===== src/rtl/store_queue_if.sv =====
// Store queue interface: dispatch allocation, address-stage capture,
// retire/branch-resolve control and the D-cache drain request.
// The "master" modport is the pipeline side, "slave" is the queue itself.
// Load-forwarding signals exist only when SQ_FORWARD_EN is defined.
interface store_queue_if #(
   parameter int SQ_DEPTH = 8,
   parameter int B_MASK_W = 4,
   parameter int IDX_W    = $clog2(SQ_DEPTH)
);
   // dispatch allocation
   logic                alloc_valid;
   logic [B_MASK_W-1:0] alloc_bm;
   logic                alloc_ready;
   logic [IDX_W-1:0]    alloc_idx;
   // address-stage packet
   logic                sq_in_valid;
   logic [IDX_W-1:0]    sq_in_idx;
   logic [31:0]         sq_in_addr;
   logic [31:0]         sq_in_data;
   logic [3:0]          sq_in_byte_mask;
   // ROB retire and branch resolution
   logic                retire_valid;
   logic [B_MASK_W-1:0] b_mm_resolve;
   logic                b_mm_mispred;
   // D-cache drain
   logic                dc_req_valid;
   logic [31:0]         dc_req_addr;
   logic [31:0]         dc_req_data;
   logic [3:0]          dc_req_byte_mask;
   logic                dc_req_ready;
   // occupancy
   logic [IDX_W:0]      sq_count;
`ifdef SQ_FORWARD_EN
   // store-to-load forwarding
   logic                ld_valid;
   logic [31:0]         ld_addr;
   logic [3:0]          ld_byte_mask;
   logic [IDX_W:0]      ld_tail;
   logic                fwd_hit;
   logic [31:0]         fwd_data;
`endif

   modport master (
      output alloc_valid, alloc_bm,
      input  alloc_ready, alloc_idx,
      output sq_in_valid, sq_in_idx, sq_in_addr, sq_in_data, sq_in_byte_mask,
      output retire_valid, b_mm_resolve, b_mm_mispred,
      input  dc_req_valid, dc_req_addr, dc_req_data, dc_req_byte_mask,
      output dc_req_ready,
      input  sq_count
`ifdef SQ_FORWARD_EN
      ,
      output ld_valid, ld_addr, ld_byte_mask, ld_tail,
      input  fwd_hit, fwd_data
`endif
   );

   modport slave (
      input  alloc_valid, alloc_bm,
      output alloc_ready, alloc_idx,
      input  sq_in_valid, sq_in_idx, sq_in_addr, sq_in_data, sq_in_byte_mask,
      input  retire_valid, b_mm_resolve, b_mm_mispred,
      output dc_req_valid, dc_req_addr, dc_req_data, dc_req_byte_mask,
      input  dc_req_ready,
      output sq_count
`ifdef SQ_FORWARD_EN
      ,
      output fwd_hit, fwd_data,
      input  ld_valid, ld_addr, ld_byte_mask, ld_tail
`endif
   );
endinterface


===== src/rtl/store_queue.sv =====
// Circular store queue sitting behind the store address stage.
// Entries are allocated in program order, filled by the address stage,
// committed by the ROB and drained in order to the D-cache. Each entry
// carries a branch mask so a mispredict can squash younger stores.
// Optional feature macro: SQ_FORWARD_EN (store-to-load forwarding).
module store_queue #(
   parameter int SQ_DEPTH = 8,
   parameter int B_MASK_W = 4,
   parameter int IDX_W    = $clog2(SQ_DEPTH)
) (
   input logic          clock,
   input logic          reset_n,
   store_queue_if.slave sq
);
   localparam int PTR_W = IDX_W + 1;
   localparam logic [31:0] WORD_MASK = 32'hFFFF_FFFC;

   typedef enum logic [1:0] {
      ST_FREE   = 2'd0,
      ST_ALLOC  = 2'd1,
      ST_READY  = 2'd2,
      ST_COMMIT = 2'd3
   } entry_state_t;

   // entry storage
   entry_state_t        state_reg [SQ_DEPTH];
   logic [B_MASK_W-1:0] bm_reg    [SQ_DEPTH];
   logic [31:0]         addr_reg  [SQ_DEPTH];
   logic [31:0]         data_reg  [SQ_DEPTH];
   logic [3:0]          mask_reg  [SQ_DEPTH];

   // pointers carry a wrap bit above the index
   logic [PTR_W-1:0] head_reg, commit_reg, tail_reg, count_reg;
   logic [PTR_W-1:0] head_next, commit_next, tail_next;
   logic [IDX_W-1:0] head_idx, commit_idx, tail_idx;

   logic                full;
   logic                mispred_any;
   logic                alloc_fire;
   logic                dc_fire;
   logic [B_MASK_W-1:0] bm_clear;
   logic [B_MASK_W-1:0] alloc_bm_eff;
   logic [PTR_W-1:0]    live_cnt;

   // per-entry decode
   logic [IDX_W-1:0]    off_w [SQ_DEPTH];
   logic [SQ_DEPTH-1:0] live_w, pend_w, match_w, squash_w;
   logic [SQ_DEPTH-1:0] alloc_hit, in_hit, retire_hit, drain_hit;

   // squash search result: offset from commit of the oldest matching store
   logic             sq_found;
   logic [IDX_W-1:0] sq_off;

   assign head_idx   = head_reg[IDX_W-1:0];
   assign commit_idx = commit_reg[IDX_W-1:0];
   assign tail_idx   = tail_reg[IDX_W-1:0];

   assign full        = (head_idx == tail_idx) && (head_reg[IDX_W] != tail_reg[IDX_W]);
   assign mispred_any = sq.b_mm_mispred && (|sq.b_mm_resolve);

   // Full status uses the registered pointers, so a same-cycle drain does
   // not reopen allocation until the following cycle.
   assign sq.alloc_ready = !full && !mispred_any;
   assign sq.alloc_idx   = tail_idx;
   assign alloc_fire     = sq.alloc_valid && sq.alloc_ready;

   // A correctly resolved branch bit is removed everywhere, including the
   // mask of a store allocating in the same cycle.
   assign bm_clear     = (!sq.b_mm_mispred) ? sq.b_mm_resolve : '0;
   assign alloc_bm_eff = sq.alloc_bm & ~bm_clear;

   // Drain request is a pure decode of the head entry's registered fields.
   assign sq.dc_req_valid     = (state_reg[head_idx] == ST_COMMIT);
   assign sq.dc_req_addr      = addr_reg[head_idx] & WORD_MASK;
   assign sq.dc_req_data      = data_reg[head_idx];
   assign sq.dc_req_byte_mask = mask_reg[head_idx];
   assign dc_fire             = sq.dc_req_valid && sq.dc_req_ready;

   assign sq.sq_count = count_reg;

   // entries in [commit, tail) are the uncommitted, speculative ones
   assign live_cnt = tail_reg - commit_reg;

   for (genvar gi = 0; gi < SQ_DEPTH; gi++) begin : g_entry
      assign off_w[gi]      = IDX_W'(gi) - commit_idx;
      assign live_w[gi]     = ({1'b0, off_w[gi]} < live_cnt);
      assign pend_w[gi]     = (state_reg[gi] == ST_ALLOC) || (state_reg[gi] == ST_READY);
      assign match_w[gi]    = mispred_any && live_w[gi] && pend_w[gi] &&
                              (|(bm_reg[gi] & sq.b_mm_resolve));
      // everything from the oldest squashed store up to the tail goes away
      assign squash_w[gi]   = sq_found && live_w[gi] && pend_w[gi] && (off_w[gi] >= sq_off);
      assign alloc_hit[gi]  = alloc_fire && (tail_idx == IDX_W'(gi));
      // captures into a FREE, COMMITTED or just-squashed entry are dropped
      assign in_hit[gi]     = sq.sq_in_valid && (sq.sq_in_idx == IDX_W'(gi)) &&
                              pend_w[gi] && !squash_w[gi];
      assign retire_hit[gi] = sq.retire_valid && (commit_idx == IDX_W'(gi));
      assign drain_hit[gi]  = dc_fire && (head_idx == IDX_W'(gi));
   end

   // Find the oldest mispredict-matching entry, walking from commit to tail.
   always_comb begin
      sq_found = 1'b0;
      sq_off   = '0;
      for (int i = 0; i < SQ_DEPTH; i++) begin
         if (!sq_found && match_w[commit_idx + IDX_W'(i)]) begin
            sq_found = 1'b1;
            sq_off   = IDX_W'(i);
         end
      end
   end

   // Next-state pointers; a squash pulls the tail back to the oldest victim.
   always_comb begin
      head_next   = dc_fire ? head_reg + PTR_W'(1) : head_reg;
      commit_next = sq.retire_valid ? commit_reg + PTR_W'(1) : commit_reg;
      tail_next   = tail_reg;
      if (sq_found) begin
         tail_next = commit_reg + PTR_W'(sq_off);
      end else if (alloc_fire) begin
         tail_next = tail_reg + PTR_W'(1);
      end
   end

   // Pointer and occupancy registers.
   always_ff @(posedge clock or negedge reset_n) begin
      if (!reset_n) begin
         head_reg   <= '0;
         commit_reg <= '0;
         tail_reg   <= '0;
         count_reg  <= '0;
      end else begin
         head_reg   <= head_next;
         commit_reg <= commit_next;
         tail_reg   <= tail_next;
         count_reg  <= tail_next - head_next;
      end
   end

   // Per-entry lifecycle, branch mask and payload capture.
   always_ff @(posedge clock or negedge reset_n) begin
      if (!reset_n) begin
         for (int i = 0; i < SQ_DEPTH; i++) begin
            state_reg[i] <= ST_FREE;
            bm_reg[i]    <= '0;
            addr_reg[i]  <= '0;
            data_reg[i]  <= '0;
            mask_reg[i]  <= '0;
         end
      end else begin
         for (int i = 0; i < SQ_DEPTH; i++) begin
            if (squash_w[i] || drain_hit[i]) begin
               state_reg[i] <= ST_FREE;
            end else if (retire_hit[i]) begin
               state_reg[i] <= ST_COMMIT;
            end else if (in_hit[i]) begin
               state_reg[i] <= ST_READY;
            end else if (alloc_hit[i]) begin
               state_reg[i] <= ST_ALLOC;
            end

            if (alloc_hit[i]) begin
               bm_reg[i] <= alloc_bm_eff;
            end else if (retire_hit[i]) begin
               bm_reg[i] <= '0;
            end else if (state_reg[i] != ST_FREE) begin
               bm_reg[i] <= bm_reg[i] & ~bm_clear;
            end

            if (in_hit[i]) begin
               addr_reg[i] <= sq.sq_in_addr;
               data_reg[i] <= sq.sq_in_data;
               mask_reg[i] <= sq.sq_in_byte_mask;
            end
         end
      end
   end

   // The ROB may only retire a store whose address and data are present.
   a_retire_ready : assert property (@(posedge clock) disable iff (!reset_n)
      sq.retire_valid |-> (state_reg[commit_idx] == ST_READY));

`ifdef SQ_FORWARD_EN
   logic             fwd_found;
   logic [IDX_W-1:0] fwd_sel;
   logic [IDX_W-1:0] fwd_probe;
   logic [PTR_W-1:0] fwd_span;

   // Youngest filled store older than the load's tail snapshot, same word.
   always_comb begin
      fwd_found = 1'b0;
      fwd_sel   = '0;
      fwd_probe = '0;
      fwd_span  = sq.ld_tail - head_reg;
      for (int i = 0; i < SQ_DEPTH; i++) begin
         fwd_probe = sq.ld_tail[IDX_W-1:0] - IDX_W'(i) - IDX_W'(1);
         if (!fwd_found && (PTR_W'(i) < fwd_span) &&
             ((state_reg[fwd_probe] == ST_READY) || (state_reg[fwd_probe] == ST_COMMIT)) &&
             (((addr_reg[fwd_probe] ^ sq.ld_addr) & WORD_MASK) == 32'd0)) begin
            fwd_found = 1'b1;
            fwd_sel   = fwd_probe;
         end
      end
   end

   // Forward only when that store supplies every byte the load needs.
   always_comb begin
      sq.fwd_hit  = sq.ld_valid && fwd_found &&
                    ((mask_reg[fwd_sel] & sq.ld_byte_mask) == sq.ld_byte_mask);
      sq.fwd_data = sq.fwd_hit ? data_reg[fwd_sel] : 32'd0;
   end
`endif

endmodule

===== src/flat_wrapper.sv =====
// flat-port wrapper written by rule: the top's interface ports become plain ports
module store_queue_flat 
#(
   parameter int SQ_DEPTH = 8,
   parameter int B_MASK_W = 4,
   parameter int IDX_W    = $clog2(SQ_DEPTH)
)
  (clock, reset_n, sq_alloc_valid, sq_alloc_bm, sq_alloc_ready, sq_alloc_idx, sq_sq_in_valid, sq_sq_in_idx, sq_sq_in_addr, sq_sq_in_data, sq_sq_in_byte_mask, sq_retire_valid, sq_b_mm_resolve, sq_b_mm_mispred, sq_dc_req_valid, sq_dc_req_addr, sq_dc_req_data, sq_dc_req_byte_mask, sq_dc_req_ready, sq_sq_count);
  store_queue_if #(.SQ_DEPTH(SQ_DEPTH), .B_MASK_W(B_MASK_W), .IDX_W(IDX_W)) sq_i ();
  input logic clock;
  input logic reset_n;
  input wire logic [$bits(sq_i.alloc_valid)-1:0] sq_alloc_valid;
  input wire logic [$bits(sq_i.alloc_bm)-1:0] sq_alloc_bm;
  output wire logic [$bits(sq_i.alloc_ready)-1:0] sq_alloc_ready;
  output wire logic [$bits(sq_i.alloc_idx)-1:0] sq_alloc_idx;
  input wire logic [$bits(sq_i.sq_in_valid)-1:0] sq_sq_in_valid;
  input wire logic [$bits(sq_i.sq_in_idx)-1:0] sq_sq_in_idx;
  input wire logic [$bits(sq_i.sq_in_addr)-1:0] sq_sq_in_addr;
  input wire logic [$bits(sq_i.sq_in_data)-1:0] sq_sq_in_data;
  input wire logic [$bits(sq_i.sq_in_byte_mask)-1:0] sq_sq_in_byte_mask;
  input wire logic [$bits(sq_i.retire_valid)-1:0] sq_retire_valid;
  input wire logic [$bits(sq_i.b_mm_resolve)-1:0] sq_b_mm_resolve;
  input wire logic [$bits(sq_i.b_mm_mispred)-1:0] sq_b_mm_mispred;
  output wire logic [$bits(sq_i.dc_req_valid)-1:0] sq_dc_req_valid;
  output wire logic [$bits(sq_i.dc_req_addr)-1:0] sq_dc_req_addr;
  output wire logic [$bits(sq_i.dc_req_data)-1:0] sq_dc_req_data;
  output wire logic [$bits(sq_i.dc_req_byte_mask)-1:0] sq_dc_req_byte_mask;
  input wire logic [$bits(sq_i.dc_req_ready)-1:0] sq_dc_req_ready;
  output wire logic [$bits(sq_i.sq_count)-1:0] sq_sq_count;
  assign sq_i.alloc_valid = sq_alloc_valid;
  assign sq_i.alloc_bm = sq_alloc_bm;
  assign sq_alloc_ready = sq_i.alloc_ready;
  assign sq_alloc_idx = sq_i.alloc_idx;
  assign sq_i.sq_in_valid = sq_sq_in_valid;
  assign sq_i.sq_in_idx = sq_sq_in_idx;
  assign sq_i.sq_in_addr = sq_sq_in_addr;
  assign sq_i.sq_in_data = sq_sq_in_data;
  assign sq_i.sq_in_byte_mask = sq_sq_in_byte_mask;
  assign sq_i.retire_valid = sq_retire_valid;
  assign sq_i.b_mm_resolve = sq_b_mm_resolve;
  assign sq_i.b_mm_mispred = sq_b_mm_mispred;
  assign sq_dc_req_valid = sq_i.dc_req_valid;
  assign sq_dc_req_addr = sq_i.dc_req_addr;
  assign sq_dc_req_data = sq_i.dc_req_data;
  assign sq_dc_req_byte_mask = sq_i.dc_req_byte_mask;
  assign sq_i.dc_req_ready = sq_dc_req_ready;
  assign sq_sq_count = sq_i.sq_count;
  store_queue #(.SQ_DEPTH(SQ_DEPTH), .B_MASK_W(B_MASK_W), .IDX_W(IDX_W)) u_core (.clock(clock), .reset_n(reset_n), .sq(sq_i));
endmodule

===== config.mk =====
export PLATFORM = sky130hd
export DESIGN_NAME = store_queue_flat
export DESIGN_NICKNAME = d
export VERILOG_FILES = /design/src/rtl/store_queue_if.sv /design/src/rtl/store_queue.sv /design/src/flat_wrapper.sv
export SDC_FILE = /design/constraint.sdc
export NUM_CORES = 1
export LEC_CHECK = 0
export CORE_MARGIN = 2
export CORE_UTILIZATION = 60
export DETAILED_ROUTE_END_ITERATION = 8
export GPL_ROUTABILITY_DRIVEN = 0
export PLACE_DENSITY = 0.92
export SYNTH_ARGS = -nofsm -noshare
export SYNTH_HDL_FRONTEND = slang
export SYNTH_SLANG_ARGS = --single-unit

===== constraint.sdc =====
create_clock -name clock -period 15.8 [get_ports clock]
set_input_delay 2.37 -clock clock [delete_from_list [all_inputs] [get_ports clock]]
set_output_delay 2.37 -clock clock [all_outputs]
set_load 0.02 [all_outputs]

## Word level (Yosys, flattened, before mapping)

Cells that the tools add are included.

| word-level totals | value |
|---|---|
| bits in registers | 608 |
| input port bits | 86 |
| output and inout port bits | 77 |
| logic and storage cells | 437 |

| operators by class | value |
|---|---|
| add/subtract/negate cells | 21 |
| order comparisons | 25 |
| eq/ne operators | 47 |
| mux-type cells | 103 |
| bitwise operators | 19 |
| reductions and logical operators | 178 |

Operators by type and width:

| cell | count |
|---|---|
| $bmux W32 S3 | 2 |
| $mux W32 | 4 |
| $mux W4 | 30 |
| $logic_and A1 B1 Y1 | 108 |
| $and A4 B4 Y4 | 17 |
| $mux W2 | 34 |
| $eq A3 B3 Y1 const B | 16 |
| $reduce_or A4 Y1 | 9 |
| $lt A3 B4 Y1 | 8 |
| $lt A3 B4 Y1 const B | 8 |
| $reduce_bool A4 Y1 | 8 |
| $bmux W1 S3 | 8 |
| $eq A3 B2 Y1 const B | 8 |
| $ge A3 B3 Y1 | 8 |
| $reduce_bool A3 Y1 | 8 |
| $eq A2 B2 Y1 const B | 9 |
| $mux W3 | 6 |
| $logic_not A1 Y1 | 17 |
| $mux W1 | 17 |
| $eq A2 B1 Y1 const B | 8 |
| $logic_or A1 B1 Y1 | 16 |
| $reduce_bool A2 Y1 | 8 |
| $add A3 B3 Y3 const B | 4 |
| $add A4 B1 Y4 const B | 3 |
| 16 further kinds | 29 |

## Longest topological paths before layout

| depth | value |
|---|---|
| word-level depth | 37 |
| gate-level depth with buffers | 23 |
| gate-level depth less buffers | 23 |

## Worst setup path after synthesis

Ideal clock, no wire load.

| timing | value |
|---|---|
| kind | input to register |
| from | in sq_b_mm_resolve[1] |
| to | reg u_core.addr_reg[121] (netlist bit) |
| library setup time | 0.125 ns |
| data arrival time | 6.151 ns |
| data required time | 15.675 ns |
| path slack | 9.523 ns |
| stages on the path | 19 |
| path buffers | 3 |
| cells stage by stage | clkbuf_1 > o41ai_4 > a21oi_1 > o2111ai_1 > and2_1 > mux4_2 > nand2b_1 > a21boi_0 > o21ai_0 > a21boi_0 > ha_1 > nand2b_1 > a21o_1 > a21o_1 > o211ai_1 > o21ai_4 > buf_6 > buf_12 > mux2_4 |

| between the ends | value |
|---|---|
| cells in the longest elaborated chain, start to end | 34 |
| elaborated cells between the ends (all ways) | 93 |
| those cells by class | order compare (1); mux (31); bitwise (8); reduce/logical (53) |

Ends and longest elaborated chain:

| item | RTL line | RTL |
|---|---|---|
| start: declaration | flat_wrapper.sv:22 | `input wire logic [$bits(sq_i.b_mm_resolve)-1:0] sq_b_mm_resolve;` |
| branches (longest 31 deep; another with $reduce_or A4 Y1) | - |  |
| $logic_and A1 B1 Y1 * | store_queue.sv:91 | `assign squash_w[gi] = sq_found && live_w[gi] && pend_w[gi] && (off_w[gi] >= sq_off);` |
| $logic_not A1 Y1 * | store_queue.sv:95 | `pend_w[gi] && !squash_w[gi];` |
| $logic_and A1 B1 Y1 * | store_queue.sv:95 |  |
| end signal: indexed assignment | store_queue.sv:170 | `addr_reg[i] <= sq.sq_in_addr;` |
| end: declaration | store_queue.sv:28 | `logic [31:0] addr_reg [SQ_DEPTH];` |

Mark *: on every way between the ends. The select of a mux whose other input is x is not followed.
A chain may end at the register's enable or synchronous reset.

## Final worst setup path

| timing | value |
|---|---|
| from | in sq_b_mm_resolve[3] |
| to | reg u_core.addr_reg[23] (netlist bit) |

The elaborated chain is that of the path after synthesis.

==> impl_metrics.json <==
{
  "slowest_delay_ns": 0.84,
  "cap_violations": 0,
  "avgSynthCellArea_sq_um": 14.6,
  "cts_sinks": 592,
  "p_clk_share_pct": 18.0,
  "critPathLaunchType": "primary input",
  "combPwrFrac_pct": 47.9,
  "drive_above_1_share_pct": 36.7,
  "fp-row-count": 81,
  "design_area_sq_um": 33300,
  "critPathMaxFanout": 45,
  "reg2reg_slack_ns": 7.91,
  "grt_max_degree": 209,
  "clockBufferDepth": 3,
  "tightest_slew_ns": 1.09,
  "gr-total-overflow": 0,
  "leakagePower_nw": 15.4,
  "die-area_sq_um": 51100,
  "cts_buffers": 58,
  "reg2reg_from": "u_core.commit_reg[1]",
  "period_share_pct": 51.7,
  "grt_pass1_wl_mm": 111,
  "synth_cell_type_count": 55,
  "syn2layout_area_growth_pct": 12.5,
  "cts.htree.levels": 2,
  "setup_viol": 0,
  "period_needed_ns": 8.17,
  "max_freq_mhz": 122,
  "power.internal_mw": 5.02,
  "track_usage_pct": 28.0,
  "ys_ff_latch": 592,
  "cts_resized": 0,
  "io_buffers": 158,
  "yosysTopAreaCell": "dfrtp_1",
  "postPlaceCellArea_sq_um": 31300,
  "hold_violations": 0,
  "fin_util_pct": 68.1,
  "tritoncts": "done",
  "initial_utilization_pct": 60.6,
  "crit_arrival_ns": 8.68,
  "final_antenna_net_count": 0,
  "drc": 0,
  "antenna_found_initial": 4,
  "critPathBufInv": 2,
  "dr.pass1.iters": 8,
  "netlist.area_leader.share_pct": 50.1,
  "finalMaxSlewViolations": 0,
  "synth-main-ff-cell": "dfrtp_1",
  "place_inst": 2754,
  "hold_class": "flop to flop",
  "slew_headroom_pct": 27.3,
  "core-area_sq_um": 48800,
  "p_seq_share_pct": 34.1,
  "power_density_nw_per_um2": 238,
  "postCtsHoldBufs": 0,
  "cp-end-kind": "flop",
  "switchingPower_mw": 2.88,
  "pin_count": 163,
  "sw_frac_of_total_pct": 36.5,
  "clk_pin_slew_ns": 0.06,
  "syn_inst": 2028,
  "worstSkewPairLatency_ns": 0.63,
  "r2r-end": "u_core.addr_reg[23]",
  "yosysWarnings": 0,
  "die_y_microns": 226,
  "ys_seq_area_share_pct": 50.1,
  "instances_no_fill": 2863,
  "min_to": "u_core.data_reg[34]",
  "vias": 18300,
  "die_x_microns": 226,
  "wl_per_cell_microns": 24.6,
  "ctsRootBufferMaster": "clkbuf_16",
  "yosys-top-cells-area": "dfrtp_1, mux2_2, mux4_2, mux2_4, nand2_1",
  "dp_hpwl_mm": 41.2,
  "first_iter_violations": 1922,
  "wirelength_mm": 70.3,
  "synthArstFlopShare_pct": 100,
  "synth_edf_count": 0,
  "setup_tns_ns": 0,
  "largest_register_ffs": 256,
  "crit_family": "compound AO/OA/AOI/OAI gates",
  "crit_slowest_cell": "o21ai_4",
  "grt_setup_unrepaired": "false",
  "grt_pass1_vias": 19600,
  "ir_drop_v": 0.000153,
  "status": "completed",
  "r2r.worst_path.cells": 21,
  "drt-vias-per-instance": 6.40,
  "crit_type": "primary input to flop",
  "postCtsSetupRepairBufs": 0,
  "cp.required_ns": 16.30,
  "whs_path_depth": 1,
  "syn_area_sq_um": 29600,
  "hp-start": "u_core.data_reg[34]",
  "cp_cell_sequence": "clkdlybuf4s50_1 -> o41ai_4 -> a21oi_1 -> o211ai_1 -> o21a_1 -> mux4_2 -> nand2b_1 -> a21boi_0 -> o21ai_0 -> a21boi_0 -> ha_1 -> nand2_1 -> a21oi_1 -> nor2b_1 -> o221ai_1 -> o21ai_4 -> buf_4 -> mux2_2",
  "finalNetCount": 2296,
  "clock_skew_ns": 0.0174
}
[layout by cell type, fill, tap and decap left out, drive strengths merged, types with 7 or more instances in the layout]
master	synthesis	layout
nand2	228	228
mux4	137	137
o22ai	28	28
nand3	18	18
clkbuf	37	92
nand4	8	8
a211oi	9	9
a22oi	16	16
clkdlybuf4s50	0	157
o21ai	48	48
xnor2	10	10
o211ai	25	25
buf	85	26
nor2	21	21
o2111ai	11	11
a221oi	10	10
dfrtp	592	592
nand2b	13	13
clkinv	2	8
xor2	8	8
mux2	530	530
ha	57	57
a21oi	23	23
maj3	8	8
inv	37	39
and3	7	7
a21o	20	20
[cell families after synthesis]
kind of cell / synth area share, %
buffers and inverters: 3.77
adder cells (fa/ha/maj): 2.89
flip-flops: 50.1
multiplexers: 33.2
XOR/XNOR: 0.621
AO/OA/AOI/OAI: 4.97
other: 0.0127
AND/OR/NAND/NOR: 4.46
[layout make-up]
class	instances	area [sq um]
sequential	592	14800
clock buffer	92	1790
clock inverter	14	181
tap	664	831
multi-input combinational	1276	13700
antenna	3	7.51
timing repair buffer	183	1800
inverter	39	146
fill	3188	15600
[how the worst max path moves through the flow]
stage	depth (start not counted)	endpoint	from
after floorplan	19	u_core.addr_reg[121]	sq_b_mm_resolve[1]
after CTS	18	u_core.addr_reg[17]	sq_b_mm_resolve[3]
after global routing	18	u_core.addr_reg[23]	sq_b_mm_resolve[3]
final	18	u_core.addr_reg[23]	sq_b_mm_resolve[3]
after detailed placement	18	u_core.addr_reg[23]	sq_b_mm_resolve[3]
after global placement	18	u_core.addr_reg[19]	sq_b_mm_resolve[0]
[cells in the mapped netlist, types with 6 or more instances]
cell type  count
dfrtp_1      592
mux2_2       330
nand2_1      228
mux2_4       200
mux4_2       137
ha_1          57
o21ai_0       38
clkbuf_1      37
inv_1         37
buf_4         30
o22ai_1       28
o211ai_1      25
a21oi_1       23
a21o_1        20
buf_1         20
buf_12        20
nor2_1        20
nand3_1       18
a22oi_1       16
nand2b_1      12
o2111ai_1     11
a221oi_1      10
a211oi_1       9
xnor2_1        9
and3_1         7
buf_2          7
buf_6          7
maj3_1         7
nand4_1        7
xor2_1         7
and2_1         6
o21a_1         6
[power groups by stage]
stage | combinational [mW] | clock [mW] | sequential [mW]
after floorplan | 2.83 | 0 | 2.49
after global placement | 3.60 | 0 | 2.59
after detailed placement | 3.73 | 0 | 2.68
after CTS | 3.79 | 1.44 | 2.68
after global routing | 4.06 | 1.50 | 2.76
final | 3.79 | 1.42 | 2.69
[metrics by stage]
step           hold WS [ns]  worst slack [ns]  total power [mW]
2_1_floorplan         0.474              9.52              5.32
3_3_place_gp          0.481              7.24              6.20
3_5_place_dp          0.487              7.18              6.41
4_1_cts               0.501              7.81              7.90
5_1_grt               0.508              7.40              8.32
6_report              0.498              7.63              7.91
[layer usage]
layer	vias to the layer above	global-route usage (%)	part of all wire [%]
li1	7698	-	-
met1	9661	37.1	40
met2	782	46.3	50
met3	174	5.00	7.1
met4	2	11.2	3.1
met5	-	0	0.018
(Power assumes the default switching activity.)
